`src/rtl/i2c_reg_arb.sv`:
```
// i2c_reg_arb: round-robin arbiter that lets NPORT host bridges share the
// single register-file access port of the I2C controller. Only one access
// is outstanding at a time, and a watchdog turns a stalled register-file
// access into an error response so no host can hang forever.
module i2c_reg_arb #(
  parameter int NPORT = 3,
  parameter int AW    = 8,
  parameter int DW    = 32,
  parameter int TOW   = 8
) (
  input  logic                clk,
  input  logic                rst_n,
  input  logic [NPORT-1:0]    host_req,
  input  logic [NPORT-1:0]    host_wr,
  input  logic [NPORT*AW-1:0] host_addr,
  input  logic [NPORT*DW-1:0] host_wdata,
  output logic [NPORT-1:0]    host_ack,
  output logic [DW-1:0]       host_rdata,
  output logic                host_err,
  output logic                reg_sel,
  output logic                reg_wr,
  output logic [AW-1:0]       reg_addr,
  output logic [DW-1:0]       reg_wdata,
  input  logic                reg_ready,
  input  logic [DW-1:0]       reg_rdata,
  input  logic                reg_err
);

  localparam int PW = (NPORT > 1) ? $clog2(NPORT) : 1;
  // The watchdog fires on the edge where the counter would reach 2^TOW-1.
  localparam logic [TOW-1:0] T_LAST    = TOW'((1 << TOW) - 2);
  localparam logic [PW-1:0]  LAST_PORT = PW'(NPORT - 1);

  typedef enum logic [1:0] {IDLE, ACCESS, RESP} state_t;

  state_t           state_q, state_d;
  logic [PW-1:0]    ptr_q, ptr_d;
  logic [PW-1:0]    grant_q, grant_d;
  logic [TOW-1:0]   tcnt_q, tcnt_d;
  logic [PW:0]      cand;
  logic [PW-1:0]    pick_idx;
  logic             any_req;
  logic             access_tmo;

  logic [NPORT-1:0] ack_d;
  logic [DW-1:0]    rdata_d;
  logic             err_d;
  logic             sel_d;
  logic             wr_d;
  logic [AW-1:0]    addr_d;
  logic [DW-1:0]    wdata_d;

  assign any_req    = |host_req;
  assign access_tmo = (state_q == ACCESS) && !reg_ready && (tcnt_q == T_LAST);

  // Pick the first requesting port at or after ptr, wrapping past the last port.
  always_comb begin
    pick_idx = '0;
    cand     = '0;
    for (int k = NPORT - 1; k >= 0; k--) begin
      cand = {1'b0, ptr_q} + (PW+1)'(k);
      if (cand >= (PW+1)'(NPORT)) begin
        cand = cand - (PW+1)'(NPORT);
      end
      if (host_req[cand[PW-1:0]]) begin
        pick_idx = cand[PW-1:0];
      end
    end
  end

  // State register.
  always_ff @(posedge clk or negedge rst_n) begin
    if (!rst_n) begin
      state_q <= IDLE;
    end else begin
      state_q <= state_d;
    end
  end

  // Next-state: one grant, one access, one response cycle per transaction.
  always_comb begin
    state_d = state_q;
    case (state_q)
      IDLE:    if (any_req) state_d = ACCESS;
      ACCESS:  if (reg_ready || access_tmo) state_d = RESP;
      RESP:    state_d = IDLE;
      default: state_d = IDLE;
    endcase
  end

  // Output/datapath next values; reg_ready wins over a simultaneous timeout.
  always_comb begin
    ack_d   = '0;
    rdata_d = host_rdata;
    err_d   = host_err;
    sel_d   = reg_sel;
    wr_d    = reg_wr;
    addr_d  = reg_addr;
    wdata_d = reg_wdata;
    ptr_d   = ptr_q;
    grant_d = grant_q;
    tcnt_d  = tcnt_q;
    case (state_q)
      IDLE: begin
        if (any_req) begin
          grant_d = pick_idx;
          wr_d    = host_wr[pick_idx];
          addr_d  = host_addr[int'(pick_idx)*AW +: AW];
          wdata_d = host_wdata[int'(pick_idx)*DW +: DW];
          sel_d   = 1'b1;
          tcnt_d  = '0;
        end
      end
      ACCESS: begin
        tcnt_d = tcnt_q + 1'b1;
        if (reg_ready) begin
          sel_d          = 1'b0;
          rdata_d        = reg_wr ? '0 : reg_rdata;
          err_d          = reg_err;
          ack_d[grant_q] = 1'b1;
        end else if (access_tmo) begin
          sel_d          = 1'b0;
          rdata_d        = '0;
          err_d          = 1'b1;
          ack_d[grant_q] = 1'b1;
        end
      end
      RESP: begin
        ptr_d = (grant_q == LAST_PORT) ? '0 : grant_q + 1'b1;
      end
      default: ;
    endcase
  end

  // Register every output and the arbitration bookkeeping.
  always_ff @(posedge clk or negedge rst_n) begin
    if (!rst_n) begin
      ptr_q      <= '0;
      grant_q    <= '0;
      tcnt_q     <= '0;
      host_ack   <= '0;
      host_rdata <= '0;
      host_err   <= 1'b0;
      reg_sel    <= 1'b0;
      reg_wr     <= 1'b0;
      reg_addr   <= '0;
      reg_wdata  <= '0;
    end else begin
      ptr_q      <= ptr_d;
      grant_q    <= grant_d;
      tcnt_q     <= tcnt_d;
      host_ack   <= ack_d;
      host_rdata <= rdata_d;
      host_err   <= err_d;
      reg_sel    <= sel_d;
      reg_wr     <= wr_d;
      reg_addr   <= addr_d;
      reg_wdata  <= wdata_d;
    end
  end

endmodule

```
`config.mk`:
```
export PLATFORM = sky130hd
export DESIGN_NAME = i2c_reg_arb
export DESIGN_NICKNAME = d
export VERILOG_FILES = /design/src/rtl/i2c_reg_arb.sv
export SDC_FILE = /design/constraint.sdc
export NUM_CORES = 1
export LEC_CHECK = 0
export ABC_CLOCK_PERIOD_IN_PS = 4400
export CORE_MARGIN = 4
export CORE_UTILIZATION = 43
export CTS_CLUSTER_DIAMETER = 30
export CTS_CLUSTER_SIZE = 16
export DETAILED_ROUTE_END_ITERATION = 10
export PLACE_DENSITY = 0.87
export SLEW_MARGIN = 20
export SYNTH_ARGS = -nofsm -noshare
export SYNTH_HDL_FRONTEND = slang
export SYNTH_SLANG_ARGS = --single-unit
export TNS_END_PERCENT = 1
```
`constraint.sdc`:
```
create_clock -name clk -period 4.4 [get_ports clk]
set_input_delay 0.88 -clock clk [delete_from_list [all_inputs] [get_ports clk]]
set_output_delay 0.88 -clock clk [all_outputs]
set_load 0.02 [all_outputs]
```
# == After elaboration in Yosys (flattened, before gate mapping) ==
# Index checks and enable logic that the tools add are counted.
# classes
reduce_logical,14
eq_ne,7
order_cmp,9
add_sub_neg,7
n_shift,2
muxes,34
# op_table
operator,count
32-bit 2-to-1 mux,3
96-bit by 8-bit variable part select with 32-bit output,1
24-bit by 6-bit variable part select with 8-bit output,1
2-bit 2-to-1 mux,9
8-bit case mux with 2 select lines,1
"2-bit by 3-bit less-than comparator with 1-bit output, second input constant",5
1-bit 2-to-1 mux,10
3-bit 2-to-1 mux,3
"8-bit by 1-bit adder with 8-bit output, second input constant",1
1-bit binary-select mux with 2-bit select,4
"8-bit == test, second input constant",1
8-bit 2-to-1 mux,1
2-bit AND reduction,4
"3-bit by 2-bit greater-or-equal comparator with 1-bit output, second input constant",2
"2-bit subtractor, second input constant",3
"2-bit == test, second input constant",2
2-bit case mux with 2 select lines,1
2-bit nonzero test,2
"2-bit by 1-bit adder with 3-bit output, second input constant",1
"2-bit by 2-bit adder with 3-bit output, second input constant",1
1-bit logical AND,3
"3-bit != test, second input constant",1
3-bit AND reduction,1
3-bit OR reduction,1
11 further kinds,11
# totals
output_inout_bits,78
inputBits,162
reg_bits,92

# == Depth between registers and ports, before layout ==
# Gate-level depths: netlist of the first run.
# logic_depth
depth_word,10
ltp_mapped,9
depth_no_buf,7

# == Worst setup path before layout of the first run ==
# Ideal clock, no wire load.
# synth_timing
kind,in2reg
from,input port host_req[2]
to,register reg_addr[0]
stages,6
setup_time_ns,0.135
slack_ns,2.192
t_arrival_ns,2.074
path_buffers,1
t_required_ns,4.265
cell_sequence,a22oi_1 > o22ai_1 > o31ai_4 > buf_4 > mux2i_1 > o22ai_1
# synth_via
elab_chain_len,6
word_cells_on_any_way,12
# synth_lines
element,line,text
from (decl),13,"input logic [NPORT-1:0] host_req,"
1-bit binary-select mux with 2-bit select,65,if (host_req[cand[PW-1:0]]) begin
1-bit 2-to-1 mux (not written as such),65,
2-bit 2-to-1 mux (3 in a row),65,
24-bit by 6-bit variable part select with 8-bit output,108,addr_d = host_addr[int'(pick_idx)*AW +: AW];
to (signal assigned),157,reg_addr <= addr_d;
to (decl),22,"output logic [AW-1:0] reg_addr,"
# Several ways; a longest one is shown, not always the timed one. The select of a mux whose other input is x is not followed.
# A chain may end at the register's enable or synchronous reset.

# == Final worst setup path of the first run ==
# layout_timing
from,input port host_req[0]
to,register reg_wdata[20]
# layout_via
elab_chain_len,6
word_cells_on_any_way,12
# layout_lines
element,line,text
1-bit binary-select mux with 2-bit select,65,
1-bit 2-to-1 mux (not written as such),65,
2-bit 2-to-1 mux (3 in a row),65,
96-bit by 8-bit variable part select with 32-bit output,109,wdata_d = host_wdata[int'(pick_idx)*DW +: DW];
to (signal assigned),158,reg_wdata <= wdata_d;
to (decl),23,"output logic [DW-1:0] reg_wdata,"
# Several ways; a longest one is shown, not always the timed one. The select of a mux whose other input is x is not followed.

==> out/metrics.cfg, run 1 <==
[logic_synthesis]
synth_top_area_share_pct = 51.4
async_flop_share_pct = 100
synth.yosys.seq_area_share_pct = 51.4
synth_flop_cell = dfrtp_1
mappedNetlistNets = 643
ffs_latches_synth = 92
synth_area_um2 = 4480
synthCells = 476
postSynthAreaPerCell_um2 = 9.41
ys_top_cells_by_area = dfrtp_1 51%, mux2i_1 9.4%, nand2_1 6.6%
warning_count_from_the_yosys_run = 0
synth_edf_count = 0
synth.distinct_cells = 39
synth_top_cell_by_area = dfrtp_1

[clocking]
postCtsSetupBuffers = 0
post_cts.resized_instances = 0
htree_levels = 3
ctsLongestPathBuffers = 2
cts.clk_slew.worst_paths_ns = 0.09
ctsRootBufferMaster = clkbuf_8
tritoncts = yes
clock_sinks = 92
cts_inserted_buffers = 9
clk-insertion-delay-late_ns = 0.35
cts-hold-fix-buffers = 0

[sta]
timing.final.setup_violations = 0
totalNegativeSetupSlack_ns = 0
worst_slew_margin_rel_pct = 28.4
hold_slack_ns = 0.486
fin_skew_ns = 0.0115
rsz0062_at_grt = false
post-route-min-period_ns = 3.02
finalWorstSetupSlack_ns = 1.38
layout_worst_path_cycle_share_pct = 68.6
highest_clock_frequency_the_design_can_meet_mhz = 331
drv_slew = 0
hold_violations = 0
worstMarginPinSlew_ns = 1.07

[detailed_routing]
drt-pass1-iter-count = 4
detailedRoute.firstIterationViolations = 207
antenna_left = 0
vias = 4444
routed_length_per_instance_um = 17.8
avgViaCountPerCell = 5.30
final_routed_drc_violation_total = 0
detail_route.wirelength_mm = 14.9

[place]
dpl_worst_slack_ns = 1.01
dpl.cell_count = 823
dp_hpwl_mm = 11.0
port_buffers = 239
placed_area_um2 = 6960
routabilityCongestion = 0.831

[outcome]
status = completed

[worst_setup_path]
timing.critical_path.slowest_stage_cell = nor2_2
startpoint_type = input port
cpPeakStageDelay_ns = 0.92
r2r_cells = 6
cp_data_required_time_ns = 4.57
number_of_cells_on_the_critical_path = 6
worstSetupEndpointType = flip-flop
cp_cell_sequence = clkdlybuf4s50_1 > inv_1 > a21oi_1 > o22ai_2 > nor2_2 > a211oi_1
cp.arrival_ns = 3.19
crit_buf_inv = 2
worst-path-max-fanout = 25
critPathKind = input port to flip-flop
cpLargestDelayFamily = simple AND/OR/NAND/NOR gates

[worst_hold_path]
type_of_the_worst_min_delay_path = flip-flop to flip-flop
whs_path_depth = 2

[power]
p_sw_uw = 1950
power_density_nw_per_um2 = 644
irDropWorstVdd_mv = 0.321
comb_power_share_pct = 55.9
internal-power_uw = 2680
leakage_uw = 0.00298
seqPwrFrac_pct = 30.7
p_sw_share_pct = 42.2
pwr-share-clk_pct = 13.4

[global_route]
grt_usage_pct = 24.4
vias_in_the_first_global_route = 4617
grt_antenna_before_repair = 0
grt_first_pass_wirelength_mm = 22.8
maximum_number_of_pins_on_one_net_before_global_route_repair = 69
grt_remaining_overflow = 0

[final_layout]
commonest_non_fill_non_tap_cell_in_the_layout = clkdlybuf4s50_1
final_cell_mix = 238 x clkdlybuf4s50_1, 92 x dfrtp_1, 79 x nand2_1, 49 x nor2_1, 42 x mux2i_1
final_net_count = 868
design_area_um2 = 7190
drive_above_1_share_pct = 4.67
n_antenna_cell = 0
area_delta_synth_final_pct = 60.5
fillCellCount = 735
layout.cells.non_filler = 839

[die]
fp.dieW_um = 110
design.core.area_um2 = 9950
initial_core_util_pct = 45.0
dieArea_um2 = 12100
die-height_um = 110
io_pins = 240
row_count = 36

[run]
max_cap_violations = 0

[stage by stage]
stage / total power [uW] / utilization, %
after floorplan: 2930 / -
after detailed placement: 4030 / 70.0
after global placement: 3930 / 70.0
final: 4630 / 72.2
after global routing: 4920 / 72.2
after CTS: 4670 / 72.2
[layout make-up]
| type | instances | area [um^2] | area share [%] |
|---|---|---|---|
| clock buffers | 13 | 179 | 2.49 |
| clock inverters | 3 | 42.5 | 0.592 |
| inverters | 7 | 26.3 | 0.366 |
| multi-input cells | 344 | 2020 | 28.1 |
| flip-flops and latches | 92 | 2300 | 32.0 |
| well taps | 133 | 166 | 2.32 |
| repair buffers | 247 | 2450 | 34.1 |
[synthesized netlist by cell type (3+ instances only)]
library cell   n
o21ai_0       38
mux2i_1       42
dfrtp_1       92
nor2b_1        4
nor2_1        51
buf_6          3
nand3_1        4
o22ai_1       20
a21oi_1       18
inv_1          7
nand2_1       79
clkbuf_1      27
o31ai_1        3
nor3_1        29
ha_1           5
a211oi_1      24
[layer usage]
metal  GRT usage [%]  vias up  wire (um)
li1                -     2117          -
met5               0        -          0
met2            43.8      191       7580
met3            9.20       15       1630
met1            26.6     2121       5480
met4            7.03        0        222
[registers in the layout (all words and copies together) (netlist names)]
name and cells:
reg_wr 1, host_err 1, state_q 2, grant_q 2, reg_wdata 32, reg_addr 8, ptr_q 2, host_rdata 32
reg_sel 1, tcnt_q 8, host_ack 3
[worst paths after layout]
check                               start              to  slack, ns
setup / recovery              host_req[0]   reg_wdata[20]       1.38
hold / removal             host_rdata[30]  host_rdata[30]       0.49
setup reg to reg                 ptr_q[0]   reg_wdata[20]       1.73
hold reg to reg            host_rdata[30]  host_rdata[30]       0.49
max in group asynchronous           rst_n     host_ack[1]       2.86
min in group asynchronous           rst_n     reg_addr[4]       0.59
[power by group through the flow]
stage / Sequential (uW) / Combinational, uW / Clock [uW]
after floorplan: 1780 / 1160 / 0
after global placement: 1420 / 2510 / 0
after detailed placement: 1440 / 2590 / 0
after CTS: 1420 / 2610 / 637
after global routing: 1470 / 2770 / 676
final: 1420 / 2590 / 619
[worst min-delay path: stages, from the launching register on]
cell     delay [ns]
dfrtp_1        0.35
nand2_1        0.05
o21ai_0        0.06
[cell families after synthesis]
logic type	share of synthesized area (%)
DFF	51.4
and+or+nand+nor	16.9
AOI/OAI and AO/OA	16.3
xor gates and xnor gates	0.391
buffers and inverters	3.97
adders and majority gates	1.40
muxes	9.64
Power figures use the tool's default switching activity.
==> run 2: changes to the inputs <==
Settings changed: ABC_CLOCK_PERIOD_IN_PS 4400 to 3100, CORE_UTILIZATION 43 to 40, PLACE_DENSITY 0.87 to 0.82.
Clock period 4.4 ns to 3.1 ns, I/O delays scaled along.
==> out/metrics.cfg, run 2 (same netlist as run 1, synthesis figures left out) <==
[outcome]
status = completed

[die]
initial_core_util_pct = 41.1
row_count = 38
dieArea_um2 = 12900
design.core.area_um2 = 10900
fp.dieW_um = 114
die-height_um = 114
io_pins = 240

[worst_setup_path]
cp_data_required_time_ns = 3.36
critPathKind = input port to flip-flop
cpLargestDelayFamily = buffers and inverters
worst-path-max-fanout = 30
worstSetupEndpointType = flip-flop
timing.critical_path.slowest_stage_cell = clkdlybuf4s50_1
cp_cell_sequence = clkdlybuf4s50_1 > nand2_1 > nor4b_1 > o31ai_4 > buf_12 > mux2i_1 > a211oi_1
startpoint_type = input port
cp.arrival_ns = 2.57
crit_buf_inv = 2
cpPeakStageDelay_ns = 0.57

[sta]
drv_slew = 0
fin_skew_ns = 0.0145
worstMarginPinSlew_ns = 0.634
post-route-min-period_ns = 2.31
worst_slew_margin_rel_pct = 57.7
hold_slack_ns = 0.281
rsz0062_at_grt = false
hold_violations = 0
totalNegativeSetupSlack_ns = 0
layout_worst_path_cycle_share_pct = 74.6
highest_clock_frequency_the_design_can_meet_mhz = 432
timing.final.setup_violations = 0

[place]
routabilityCongestion = 0.902
dpl.cell_count = 835
dp_hpwl_mm = 11.1
port_buffers = 239

[global_route]
grt_util_met2_pct = 38.9
grt_usage_pct = 22.7
grt_antenna_before_repair = 0
grtUsageMet1_pct = 26.2
grt_first_pass_wirelength_mm = 23.5
grt_busiest_layer = met2
maximum_number_of_pins_on_one_net_before_global_route_repair = 49
grt_remaining_overflow = 0
grt.met3_usage_pct = 8.54
vias_in_the_first_global_route = 4701

[final_layout]
area_delta_synth_final_pct = 62.0
layout.cells.non_filler = 851
commonest_non_fill_non_tap_cell_in_the_layout = clkdlybuf4s50_1
drive_above_1_share_pct = 5.06
final_cell_mix = 238 x clkdlybuf4s50_1, 92 x dfrtp_1, 79 x nand2_1, 49 x nor2_1, 42 x mux2i_1
largestRegisters = host_rdata (32), reg_wdata (32)
final_net_count = 873
n_antenna_cell = 0

[detailed_routing]
drt-pass1-iter-count = 4
final_routed_drc_violation_total = 0
antenna_left = 0
vias = 4482
avgViaCountPerCell = 5.27
detail_route.wirelength_mm = 14.7
routed_length_per_instance_um = 17.3
detailedRoute.firstIterationViolations = 228

[clocking]
htree_levels = 3
cts-hold-fix-buffers = 0
cts.clk_slew.worst_paths_ns = 0.10
post_cts.resized_instances = 0
cts_inserted_buffers = 9
postCtsSetupBuffers = 0
ctsLongestPathBuffers = 2
tritoncts = yes
ctsRootBufferMaster = clkbuf_8
clk-insertion-delay-late_ns = 0.36
clock_sinks = 92

[power]
seqPwrFrac_pct = 30.3
p_sw_share_pct = 41.6
internal-power_uw = 3870
leakage_uw = 0.00301
power_density_nw_per_um2 = 915
p_sw_uw = 2760
comb_power_share_pct = 56.2
pwr-share-clk_pct = 13.5
irDropWorstVdd_mv = 0.447

[worst_hold_path]
type_of_the_worst_min_delay_path = input port to asynchronous set/reset pin

[run]
max_cap_violations = 0

run 2: per-stage QoR:
| step | utilization, % | area, um^2 | setup WS [ns] | power (uW) |
|---|---|---|---|---|
| after floorplan | - | 4480 | 1.04 | 4160 |
| after global placement | 64.6 | 7040 | 0.562 | 5660 |
| after detailed placement | 64.6 | 7040 | 0.434 | 5780 |
| after CTS | 66.6 | 7250 | 0.809 | 6690 |
| after global routing | 66.6 | 7250 | 0.605 | 7090 |
| final | 66.6 | 7250 | 0.788 | 6640 |
run 2: worst paths after layout:
path / start / end / slack, ns / depth (start not counted)
max in group asynchronous: rst_n / reg_wdata[24] / 2.15 / 2
max reg2reg: ptr_q[1] / reg_wdata[18] / 0.83 / 8
min reg2reg: host_rdata[3] / host_rdata[3] / 0.48 / 2
min: rst_n / host_rdata[9] / 0.28 / 1
min in group clk: host_rdata[3] / host_rdata[3] / 0.48 / 2
max: host_req[2] / reg_wdata[18] / 0.79 / 7
run 2: power by group through the flow:
| stage | Clock [uW] | Sequential [uW] | Combinational, uW |
|---|---|---|---|
| floorplan | 0 | 2520 | 1640 |
| global placement | 0 | 2010 | 3650 |
| detailed placement | 0 | 2040 | 3750 |
| CTS | 916 | 2020 | 3760 |
| global route | 981 | 2080 | 4040 |
| finish | 894 | 2010 | 3730 |
run 2: metal layers:
| metal | up-vias | wire (um) |
|---|---|---|
| met3 | 30 | 1530 |
| li1 | 2136 | - |
| met4 | 0 | 353 |
| met1 | 2133 | 5740 |
| met2 | 183 | 7110 |
| met5 | - | 0 |
run 2: layout make-up:
cell class	count	area, um^2
multi-input cells	344	2020
repair buffers	252	2510
clock buffers	12	145
well taps	140	175
flip-flops and latches	92	2300
fillers	889	3630
clock inverters	4	72.6
inverters	7	26.3
